===== src/rtl/sel_demux_map_scan_if.sv =====
// Lookup, result, table-write and sweep signals of the coordinate-to-channel mapper.
// The master side issues lookups and configures the table; the slave side is the mapper.
interface sel_demux_map_scan_if #(
    parameter int COL_W = 3,
    parameter int ROW_W = 3,
    parameter int CH_W  = 3
);
    logic             req_valid;
    logic             req_ready;
    logic [COL_W-1:0] req_col;
    logic [ROW_W-1:0] req_row;

    logic             out_valid;
    logic             out_ready;
    logic [CH_W-1:0]  out_ch;
    logic [COL_W-1:0] out_col;
    logic [ROW_W-1:0] out_row;

    logic             cfg_we;
    logic [COL_W-1:0] cfg_col;
    logic [ROW_W-1:0] cfg_row;
    logic [CH_W-1:0]  cfg_ch;

    logic             scan_start;
    logic             scan_done;
    logic             busy;

    modport master (
        output req_valid, req_col, req_row,
        input  req_ready,
        input  out_valid, out_ch, out_col, out_row,
        output out_ready,
        output cfg_we, cfg_col, cfg_row, cfg_ch,
        output scan_start,
        input  scan_done, busy
    );

    modport slave (
        input  req_valid, req_col, req_row,
        output req_ready,
        output out_valid, out_ch, out_col, out_row,
        input  out_ready,
        input  cfg_we, cfg_col, cfg_row, cfg_ch,
        input  scan_start,
        output scan_done, busy
    );
endinterface


===== src/rtl/sel_demux_map_scan.sv =====
// Maps a (column,row) matrix coordinate to a demux channel through a writable lookup table.
// Serves single lookups over valid/ready and can sweep every coordinate in address order.
module sel_demux_map_scan #(
    parameter int COL_W = 3,
    parameter int ROW_W = 3,
    parameter int CH_W  = 3
) (
    input logic                 clk,
    input logic                 rst,
    sel_demux_map_scan_if.slave bus
);
    localparam int AW    = COL_W + ROW_W;
    localparam int DEPTH = 1 << AW;
    localparam int CNT_W = AW + 1;

    localparam logic [CNT_W-1:0] LAST_ADDR = CNT_W'(DEPTH - 1);
    localparam logic [CNT_W-1:0] END_ADDR  = CNT_W'(DEPTH);

    localparam logic [1:0] ST_INIT = 2'd0;
    localparam logic [1:0] ST_IDLE = 2'd1;
    localparam logic [1:0] ST_SCAN = 2'd2;

    logic [1:0]       state;
    logic [CNT_W-1:0] init_cnt;
    logic [CNT_W-1:0] scan_addr;
    logic [CH_W-1:0]  map_mem [DEPTH];

    logic             load_ok;
    logic             req_ready_c;
    logic             req_fire;
    logic             scan_load;
    logic             scan_last_taken;
    logic             beat_load;
    logic [AW-1:0]    rd_addr;
    logic             tab_we;
    logic [AW-1:0]    wr_addr;
    logic [CH_W-1:0]  wr_data;

    // Power-up mapping: the top CH_W address bits, i.e. the row for square defaults.
    function automatic logic [CH_W-1:0] default_ch(input logic [AW-1:0] addr);
        return addr[AW-1 -: CH_W];
    endfunction

    always_comb begin
        load_ok         = !bus.out_valid || bus.out_ready;
        req_ready_c     = (state == ST_IDLE) && !bus.scan_start && load_ok;
        req_fire        = bus.req_valid && req_ready_c;
        scan_load       = (state == ST_SCAN) && load_ok && (scan_addr != END_ADDR);
        scan_last_taken = (state == ST_SCAN) && (scan_addr == END_ADDR)
                          && bus.out_valid && bus.out_ready;
        beat_load       = req_fire || scan_load;
        rd_addr         = (state == ST_SCAN) ? scan_addr[AW-1:0] : {bus.req_row, bus.req_col};
    end

    // INIT owns the write port; configuration writes are only taken once the table is seeded.
    always_comb begin
        tab_we  = 1'b0;
        wr_addr = {bus.cfg_row, bus.cfg_col};
        wr_data = bus.cfg_ch;
        if (state == ST_INIT) begin
            tab_we  = !rst;
            wr_addr = init_cnt[AW-1:0];
            wr_data = default_ch(init_cnt[AW-1:0]);
        end else if (bus.cfg_we && !rst) begin
            tab_we  = 1'b1;
        end
    end

    always_ff @(posedge clk) begin
        if (tab_we) begin
            map_mem[wr_addr] <= wr_data;
        end
    end

    always_ff @(posedge clk) begin
        if (rst) begin
            state     <= ST_INIT;
            init_cnt  <= '0;
            scan_addr <= '0;
            bus.scan_done <= 1'b0;
        end else begin
            bus.scan_done <= scan_last_taken;
            case (state)
                ST_INIT: begin
                    init_cnt <= init_cnt + 1'b1;
                    if (init_cnt == LAST_ADDR) begin
                        state <= ST_IDLE;
                    end
                end
                ST_IDLE: begin
                    if (bus.scan_start) begin
                        state     <= ST_SCAN;
                        scan_addr <= '0;
                    end
                end
                ST_SCAN: begin
                    if (scan_load) begin
                        scan_addr <= scan_addr + 1'b1;
                    end
                    if (scan_last_taken) begin
                        state <= ST_IDLE;
                    end
                end
                default: begin
                    state <= ST_INIT;
                end
            endcase
        end
    end

    // The table read happens before any same-edge write lands, so a colliding lookup sees the old entry.
    always_ff @(posedge clk) begin
        if (rst) begin
            bus.out_valid <= 1'b0;
            bus.out_ch    <= '0;
            bus.out_col   <= '0;
            bus.out_row   <= '0;
        end else if (beat_load) begin
            bus.out_valid <= 1'b1;
            bus.out_ch    <= map_mem[rd_addr];
            bus.out_col   <= rd_addr[COL_W-1:0];
            bus.out_row   <= rd_addr[AW-1:COL_W];
        end else if (bus.out_ready) begin
            bus.out_valid <= 1'b0;
        end
    end

    always_comb begin
        bus.req_ready = req_ready_c;
        bus.busy      = (state == ST_INIT) || (state == ST_SCAN);
    end
endmodule


===== src/flat_wrapper.sv =====
// flat-port wrapper written by rule: the top's interface ports become plain ports
module sel_demux_map_scan_flat 
#(
    parameter int COL_W = 3,
    parameter int ROW_W = 3,
    parameter int CH_W  = 3
)
  (clk, rst, bus_req_valid, bus_req_col, bus_req_row, bus_req_ready, bus_out_valid, bus_out_ch, bus_out_col, bus_out_row, bus_out_ready, bus_cfg_we, bus_cfg_col, bus_cfg_row, bus_cfg_ch, bus_scan_start, bus_scan_done, bus_busy);
  sel_demux_map_scan_if #(.COL_W(COL_W), .ROW_W(ROW_W), .CH_W(CH_W)) bus_i ();
  input logic clk;
  input logic rst;
  input wire logic [$bits(bus_i.req_valid)-1:0] bus_req_valid;
  input wire logic [$bits(bus_i.req_col)-1:0] bus_req_col;
  input wire logic [$bits(bus_i.req_row)-1:0] bus_req_row;
  output wire logic [$bits(bus_i.req_ready)-1:0] bus_req_ready;
  output wire logic [$bits(bus_i.out_valid)-1:0] bus_out_valid;
  output wire logic [$bits(bus_i.out_ch)-1:0] bus_out_ch;
  output wire logic [$bits(bus_i.out_col)-1:0] bus_out_col;
  output wire logic [$bits(bus_i.out_row)-1:0] bus_out_row;
  input wire logic [$bits(bus_i.out_ready)-1:0] bus_out_ready;
  input wire logic [$bits(bus_i.cfg_we)-1:0] bus_cfg_we;
  input wire logic [$bits(bus_i.cfg_col)-1:0] bus_cfg_col;
  input wire logic [$bits(bus_i.cfg_row)-1:0] bus_cfg_row;
  input wire logic [$bits(bus_i.cfg_ch)-1:0] bus_cfg_ch;
  input wire logic [$bits(bus_i.scan_start)-1:0] bus_scan_start;
  output wire logic [$bits(bus_i.scan_done)-1:0] bus_scan_done;
  output wire logic [$bits(bus_i.busy)-1:0] bus_busy;
  assign bus_i.req_valid = bus_req_valid;
  assign bus_i.req_col = bus_req_col;
  assign bus_i.req_row = bus_req_row;
  assign bus_req_ready = bus_i.req_ready;
  assign bus_out_valid = bus_i.out_valid;
  assign bus_out_ch = bus_i.out_ch;
  assign bus_out_col = bus_i.out_col;
  assign bus_out_row = bus_i.out_row;
  assign bus_i.out_ready = bus_out_ready;
  assign bus_i.cfg_we = bus_cfg_we;
  assign bus_i.cfg_col = bus_cfg_col;
  assign bus_i.cfg_row = bus_cfg_row;
  assign bus_i.cfg_ch = bus_cfg_ch;
  assign bus_i.scan_start = bus_scan_start;
  assign bus_scan_done = bus_i.scan_done;
  assign bus_busy = bus_i.busy;
  sel_demux_map_scan #(.COL_W(COL_W), .ROW_W(ROW_W), .CH_W(CH_W)) u_core (.clk(clk), .rst(rst), .bus(bus_i));
endmodule

===== config.mk =====
export PLATFORM = sky130hd
export DESIGN_NAME = sel_demux_map_scan_flat
export DESIGN_NICKNAME = d
export VERILOG_FILES = /design/src/rtl/sel_demux_map_scan_if.sv /design/src/rtl/sel_demux_map_scan.sv /design/src/flat_wrapper.sv
export SDC_FILE = /design/constraint.sdc
export NUM_CORES = 1
export LEC_CHECK = 0
export CAP_MARGIN = 0
export CORE_UTILIZATION = 65
export CTS_BUF_LIST = sky130_fd_sc_hd__clkbuf_2
export CTS_CLUSTER_DIAMETER = 80
export DETAILED_ROUTE_END_ITERATION = 6
export PLACE_DENSITY = 0.85
export SLEW_MARGIN = 15
export SYNTH_ARGS = -nofsm -noshare
export SYNTH_HDL_FRONTEND = slang
export SYNTH_SLANG_ARGS = --single-unit

===== constraint.sdc =====
create_clock -name clk -period 6.4 [get_ports clk]
set_input_delay 1.92 -clock clk [delete_from_list [all_inputs] [get_ports clk]]
set_output_delay 1.92 -clock clk [all_outputs]
set_load 0.02 [all_outputs]

==> out/qor.csv <==
stage,metric,value,unit
run_status,status,finished clean,
yosys,"Avg Cell Area, Syn",14.3,µm²
clock_network,CTS tree,yes,
yosys,Mapped Cells,650,
yosys,Netlist cell types,55,
pwr,Worst VDD drop,0.110,mV
timing,final setup vio count,0,
pwr,Pleak,3.52,nW
timing,unrepaired setup endpoints after global routing,false,
clock_network,H-tree levels,2,
pwr,internal power component,1.97,mW
floorplanning,DIE WIDTH,122,µm
worst_setup_path,Worst Path Max Fanout,3,
yosys,post-synthesis register bit count,219,
floorplanning,Core ar.,13900,µm²
cells_and_area,Non-Filler Instances,930,
yosys,Synth Net Count,674,
clock_network,CTS buffer count,50,
place,Port Buffer Count,33,
clock_network,worst skew pair latency,0.75,ns
floorplanning,Die Ht,122,µm
clock_network,CTS sink cnt,219,
cells_and_area,"most common cell after layout, fill and taps aside",edfxtp_1,
drt,WL final,20500,µm
min_path,HP Class,register to register,
timing,Max-slew headroom,26.0,%
timing,fmax,0.188,GHz
worst_setup_path,nature of the critical path endpoint,primary output,
worst_setup_path,crit path DAT,3.39,ns
worst_setup_path,critical path launch point type,primary input,
place,HPWL Detailed,13300,µm
worst_setup_path,r2r setup slk,2.49,ns
cells_and_area,nets@finish,737,
clock_network,CTS Root Cell,clkbuf_2,
timing,Worst Skew,0.0420,ns
clock_network,post-cts repair resize count,0,
cells_and_area,layout cells sized above 1,15.8,%
worst_setup_path,worst path required time,4.48,ns
job,max-cap violation count,0,
drt,metal3 WL,2050,µm
drt,met1 WL,7490,µm
min_path,Hold Crit Depth,2,
pwr,Comb power frac,4.9,%
grt,first-pass GRT wire length,31000,µm
drt,drt via density,6.40,
min_path,hold_sp,u_core.init_cnt[6],
timing,Tmin final,5.31,ns
clock_network,postcts setup bufs,0,
floorplanning,num rows,43,
clock_network,Worst-path clk slew,0.10,ns
place,routability cong.,0.865,
drt,Final ANT Viol Nets,0,
timing,Worst-Margin Slew,1.10,ns
clock_network,hold buffers post-CTS,0,
floorplanning,Initial Utilization,66.9,%
floorplanning,die area,14800,µm²
pwr,NetSw,0.592,mW
grt,Overflow after GRT,0,
grt,number of global-route vias before repair,5841,
drt,initial DRC count,662,
timing,Final Cycle Share,82.9,%
yosys,"Cell Area, Synth",9320,µm²
cells_and_area,Fillers,861,
worst_setup_path,Worst R2R End,u_core.bus.out_ch[1],
clock_network,Longest Clk Path Bufs,3,
yosys,"Seq/Total Area, Yosys",67.7,%
timing,worst hold slack,0.499,ns
drt,DRT Pass-1 Iters,5,
place,placed instance count,841,
grt,largest net degree at the start of global routing,65,
pwr,sequential share of power,60.1,%
worst_setup_path,Critical R2R Launch,u_core.state[0],
timing,setup_tns,0,ns
drt,# DRC,0,
worst_setup_path,WS Path Type,primary input to primary output,
cells_and_area,most frequent cells in the layout,"192 x edfxtp_1, 100 x nor2_1, 72 x clkbuf_2, 46 x nand2_1, 39 x mux2i_1",
worst_setup_path,R2R depth,7,
grt,All-Layer GR Usage,28.8,%
timing,"Slew Viols, Final",0,
drt,met2 WL,9970,µm
drt,top routing layer in use,met4,
pwr,pwr dens,251,nW/µm²
grt,initial antenna violation count,1,
drt,total number of vias,5954,
drt,wire per inst,22.1,µm
timing,final hold violations,0,
cells_and_area,Layout area overhead,9.55,%
pwr,Clock Power Share,35.0,%
yosys,Synth Warn #,0,
floorplanning,io pins,34,
min_path,WHS Endpoint,u_core.init_cnt[6],
pwr,switching part of the total power,23.1,%
==> power by group through the flow <==
stage	sequential [mW]	combinational [mW]	clock (mW)
global placement	1.57	0.119	0
finish	1.54	0.126	0.896
CTS	1.54	0.125	0.904
detailed placement	1.57	0.124	0
floorplan	1.57	0.0874	0
global route	1.54	0.133	0.973
==> cell families (layout without fill, tap and decap cells) <==
logic type | Yosys count | count (layout) | synth area share (%)
xor gates and xnor gates | 9 | 9 | 0.846
buffers and inverters | 38 | 137 | 2.74
other | 0 | 1 | 0
muxes | 75 | 75 | 11.2
DFF | 219 | 219 | 67.7
adders and majority gates | 3 | 3 | 0.403
AOI/OAI and AO/OA | 96 | 96 | 7.08
and+or+nand+nor | 210 | 210 | 10.0
==> worst max-delay path, cell delays in order <==
cell             delay [ns]
clkdlybuf4s50_1        0.48
nor2b_1                0.07
nor4_1                 0.25
clkdlybuf4s50_1        0.67
==> state kept, by name, indices dropped and copies added, names as in the netlist, 2 cells and up <==
| register | cells |
|---|---|
| u_core.bus.out_ch | 3 |
| u_core.bus.out_row | 3 |
| u_core.init_cnt | 7 |
| u_core.state | 2 |
| u_core.scan_addr | 7 |
| u_core.map_mem | 192 |
| u_core.bus.out_col | 3 |
==> final cells by class <==
type	count	area, µm²	share of cell area (%)
repair buffers	41	403	3.95
flip-flops and latches	219	6310	61.8
diodes	1	2.50	0.0245
clock inverters	16	115	1.13
well taps	180	225	2.21
inverters	8	30.0	0.294
multi-input cells	393	2760	27.1
clock buffers	72	360	3.53
==> how the worst max path moves through the flow <==
stage,to,slack (ns),from,depth (start not counted)
after floorplan,bus_req_ready,1.82,bus_out_ready,2
after global placement,bus_req_ready,1.11,bus_out_ready,4
after detailed placement,bus_req_ready,1.10,bus_out_ready,4
after CTS,bus_req_ready,1.09,bus_out_ready,4
after global routing,bus_req_ready,1.03,bus_out_ready,4
final,bus_req_ready,1.09,bus_out_ready,4
==> cell usage after synthesis (all sizes together) <==
| cell | instances | area share [%] |
|---|---|---|
| and4 | 1 | 0.094 |
| nor4 | 3 | 0.20 |
| mux4 | 20 | 5.0 |
| edfxtp | 192 | 62 |
| o31ai | 4 | 0.38 |
| a311oi | 1 | 0.16 |
| o21bai | 3 | 0.24 |
| inv | 8 | 0.32 |
| and3 | 6 | 0.40 |
| ha | 3 | 0.40 |
| a211oi | 15 | 1.2 |
| xnor2 | 3 | 0.28 |
| nor3 | 10 | 0.54 |
| o211a | 1 | 0.11 |
| mux2 | 14 | 1.7 |
| o22a | 3 | 0.28 |
| a31oi | 6 | 0.40 |
| nand4 | 4 | 0.27 |
| o221ai | 4 | 0.38 |
| nand2b | 3 | 0.20 |
| a21o | 1 | 0.081 |
| mux2i | 41 | 4.6 |
| nand3 | 13 | 0.70 |
| nor2 | 100 | 4.0 |
| o21ai | 17 | 0.91 |
| buf | 17 | 1.9 |
| or2 | 2 | 0.13 |
| clkbuf | 13 | 0.52 |
| nand2 | 46 | 1.9 |
| o21a | 3 | 0.24 |
| a31o | 1 | 0.094 |
| a21oi | 12 | 0.64 |
| a22oi | 5 | 0.40 |
| dfxtp | 27 | 5.8 |
| or3 | 5 | 0.34 |
| a2111oi | 4 | 0.47 |
| nor2b | 8 | 0.54 |
| nor4bb | 1 | 0.11 |
| xor2 | 6 | 0.56 |
| nand3b | 4 | 0.32 |
| o22ai | 16 | 1.1 |
| and2 | 2 | 0.13 |
| nor3b | 2 | 0.16 |
==> per-layer routing <==
| layer | GRT usage (%) | vias to the layer above |
|---|---|---|
| li1 | - | 2643 |
| met1 | 34.9 | 2856 |
| met2 | 47.8 | 376 |
| met3 | 6.88 | 79 |
| met4 | 15.8 | 0 |
| met5 | 0 | - |
==> through the flow <==
step                      power (mW)  setup WS [ns]  utilization [%]  area [µm²]
after detailed placement        1.69           1.10             69.8        9730
after floorplan                 1.66           1.82                -        9320
final                           2.56           1.09             73.2       10200
after global placement          1.69           1.11             69.8        9730
after global routing            2.65           1.03             73.2       10200
after CTS                       2.57           1.09             73.2       10200
No activity file was read; power rests on OpenSTA's default activity.
==> edit, RTL diff (same flow settings) <==
`COL_W` is set to 3 in 3 places; all go to 4.
--- a/src/rtl/sel_demux_map_scan_if.sv
+++ b/src/rtl/sel_demux_map_scan_if.sv
@@ -1,7 +1,7 @@
 // Lookup, result, table-write and sweep signals of the coordinate-to-channel mapper.
 // The master side issues lookups and configures the table; the slave side is the mapper.
 interface sel_demux_map_scan_if #(
-    parameter int COL_W = 3,
+    parameter int COL_W = 4,
     parameter int ROW_W = 3,
     parameter int CH_W  = 3
 );
--- a/src/rtl/sel_demux_map_scan.sv
+++ b/src/rtl/sel_demux_map_scan.sv
@@ -1,7 +1,7 @@
 // Maps a (column,row) matrix coordinate to a demux channel through a writable lookup table.
 // Serves single lookups over valid/ready and can sweep every coordinate in address order.
 module sel_demux_map_scan #(
-    parameter int COL_W = 3,
+    parameter int COL_W = 4,
     parameter int ROW_W = 3,
     parameter int CH_W  = 3
 ) (
--- a/src/flat_wrapper.sv
+++ b/src/flat_wrapper.sv
@@ -1,7 +1,7 @@
 // flat-port wrapper written by rule: the top's interface ports become plain ports
 module sel_demux_map_scan_flat 
 #(
-    parameter int COL_W = 3,
+    parameter int COL_W = 4,
     parameter int ROW_W = 3,
     parameter int CH_W  = 3
 )
Interface: changed (resized bus_cfg_col, bus_out_col and bus_req_col); port bits go from 34 to 37. The function was not compared with the original's and may differ.
==> edit against the original RTL <==
Synthesized area rose by 85%; highest routed layer unchanged; power rose by 89%; non-clock buffer count rose by 19; via count rose by 100%; final area rose by 84%; routed wire length rose by 110%; setup slack improved by 71 ps; sequential cell count rose by 195; global-route usage rose by 4.5 points.
==> edit: results (changes against the original RTL) <==
Outcome
  • Outcome: finished, final reports clean

Final layout
  • Nonclk buf count: 60 (+46%)
  • Fraction of area in registers: 64.7% (+3.0 points)
  • Final nets: 1438 (+95%)
  • Clock buf count: 147 (+100%)
  • Ant diodes: 1 (unchanged)
  • Non-clock buffer share: 2.95% (-1.0 points)
  • Multi-input combinational area share: 25.2% (-1.9 points)
  • Final non-filler cell total: 1825 (+96%)
  • #MultiIn Comb: 832 (+110%)
  • # fillers: 1635 (+90%)
  • Regs by FF count: u_core.map_mem x384, u_core.init_cnt x8, u_core.scan_addr x8
  • Seq Cell Count: 414 (+89%)

STA
  • Min setup slack post-route: 1160 ps (+71.4 ps)
  • Worst-margin pin slew: 1320 ps (+211 ps)
  • Final hold slack: 503 ps (+3.92 ps)
  • Worst Skew: 87.4 ps (+45.4 ps)

Place
  • Placed cells: 1649 (+96%)
  • Port Buffer Count: 36 (+9.1%)
  • Post-DP HPWL: 27000 um (+100%)
  • GP Congestion: 0.914 (+5.7%)
  • Placed cell areas: 17900 um2 (+84%)

GRT
  • GRT Overall Usage: 33.3% (+4.5 points)
  • First-pass GRT wire length: 65900 um (+110%)
  • Pin count of the biggest net entering global routing: 102 (+57%)

CTS
  • CTS H-tree lvls: 3 (+1)
  • CTS Root Cell: clkbuf_2
  • Clock latency on the worst-skew pair: 950 ps (+200 ps)
  • CTS buffer count: 96 (+92%)

Synth
  • Synth Cell Area: 17300 um2 (+85%)
  • Most instantiated cells after synthesis: edfxtp_1 (384), nand2_1 (264), nor2_1 (177)
  • Async S/R FF share, synth: 0% (unchanged)
  • Largest cells by area after synthesis: edfxtp_1 (67%), nand2_1 (5.7%), nor2_1 (3.8%)
  • Distinct cells, synth: 70 (+27%)
  • Syn avg cell area: 12.9 um2 (-9.7%)
  • Sequential area share after synthesis: 70.2% (+2.5 points)
  • Mapped Nets: 1360 (+100%)
  • Post-synth EDFFs: 384 (+100%)

Min path
  • Hold path startpoint: u_core.bus.out_row[2]
  • Worst Hold Path EP: u_core.bus.out_row[2]

Setup path
  • Reg-to-reg endpoint: u_core.map_mem[2][2]
  • Worst R2R Setup Slack: 2340 ps (-150 ps)
  • CP arrival: 3320 ps (-70 ps)
  • Cells on worst reg2reg path: 5 (-2)
  • Critical Path Fanout Max: 2 (-1)
  • CP peak stage delay: 600 ps (-70 ps)

Power and ir drop
  • Switching share of power: 24.7% (+1.6 points)
  • Worst IR Drop VDD: 138 uV (+25%)
  • Leakage Power: 6.37 nW (+81%)

Routing
  • Iter 0 DRT Violations: 1850 (+180%)
  • Final wirelength: 43800 um (+110%)
  • Drt first pass iters: 6 (+1)
  • Via count: 12121 (+100%)
edit: changes by cell type after synthesis, sizes merged, moves of 13 or more:
cell | unedited run | this run
a31oi | 6 | 22
nand2 | 46 | 264
buf | 17 | 52
a311oi | 1 | 24
a21oi | 12 | 35
nand3 | 13 | 62
clkbuf | 13 | 28
nor2 | 100 | 177
edfxtp | 192 | 384
mux2 | 14 | 1
edit: worst max-delay path by stage:
stage | startpoint | to
6_report | bus_scan_start | bus_req_ready
5_1_grt | bus_scan_start | bus_req_ready
4_1_cts | bus_scan_start | bus_req_ready
3_5_place_dp | bus_scan_start | bus_req_ready
3_3_place_gp | bus_scan_start | bus_req_ready
2_1_floorplan | bus_scan_start | bus_req_ready
edit: layer usage:
metal / vias to the layer above / track usage, % / wire length [um]
met5: - / 0 / 0
met4: 0 / 17.3 / 1850
met3: 151 / 8.84 / 6170
met2: 1022 / 52.8 / 20800
met1: 5736 / 42.4 / 14900
li1: 5212 / - / -
edit: logic make-up after synthesis:
logic type / Yosys count / share of synthesized area [%]
AOI/OAI and AO/OA: 184 / 7.57
and+or+nand+nor: 579 / 14.3
muxes: 53 / 4.32
xor gates and xnor gates: 13 / 0.659
buffers and inverters: 88 / 2.68
DFF: 414 / 70.2
adders and majority gates: 3 / 0.217
edit: tightest hold or removal path, delay by kind of cell, from the launching register on:
kind | cells | cell delay, ps
AOI/OAI and AO/OA | 1 | 50
and+or+nand+nor | 1 | 90
DFF | 1 | 320
edit: power by group through the flow:
stage / logic (W) / clock network, W / registers, W
floorplan: 0.000163 / 0 / 0.00298
detailed placement: 0.000257 / 0 / 0.00298
finish: 0.000268 / 0.00166 / 0.00292
CTS: 0.000258 / 0.00166 / 0.00292
global route: 0.000278 / 0.00178 / 0.00292
global placement: 0.000249 / 0 / 0.00298
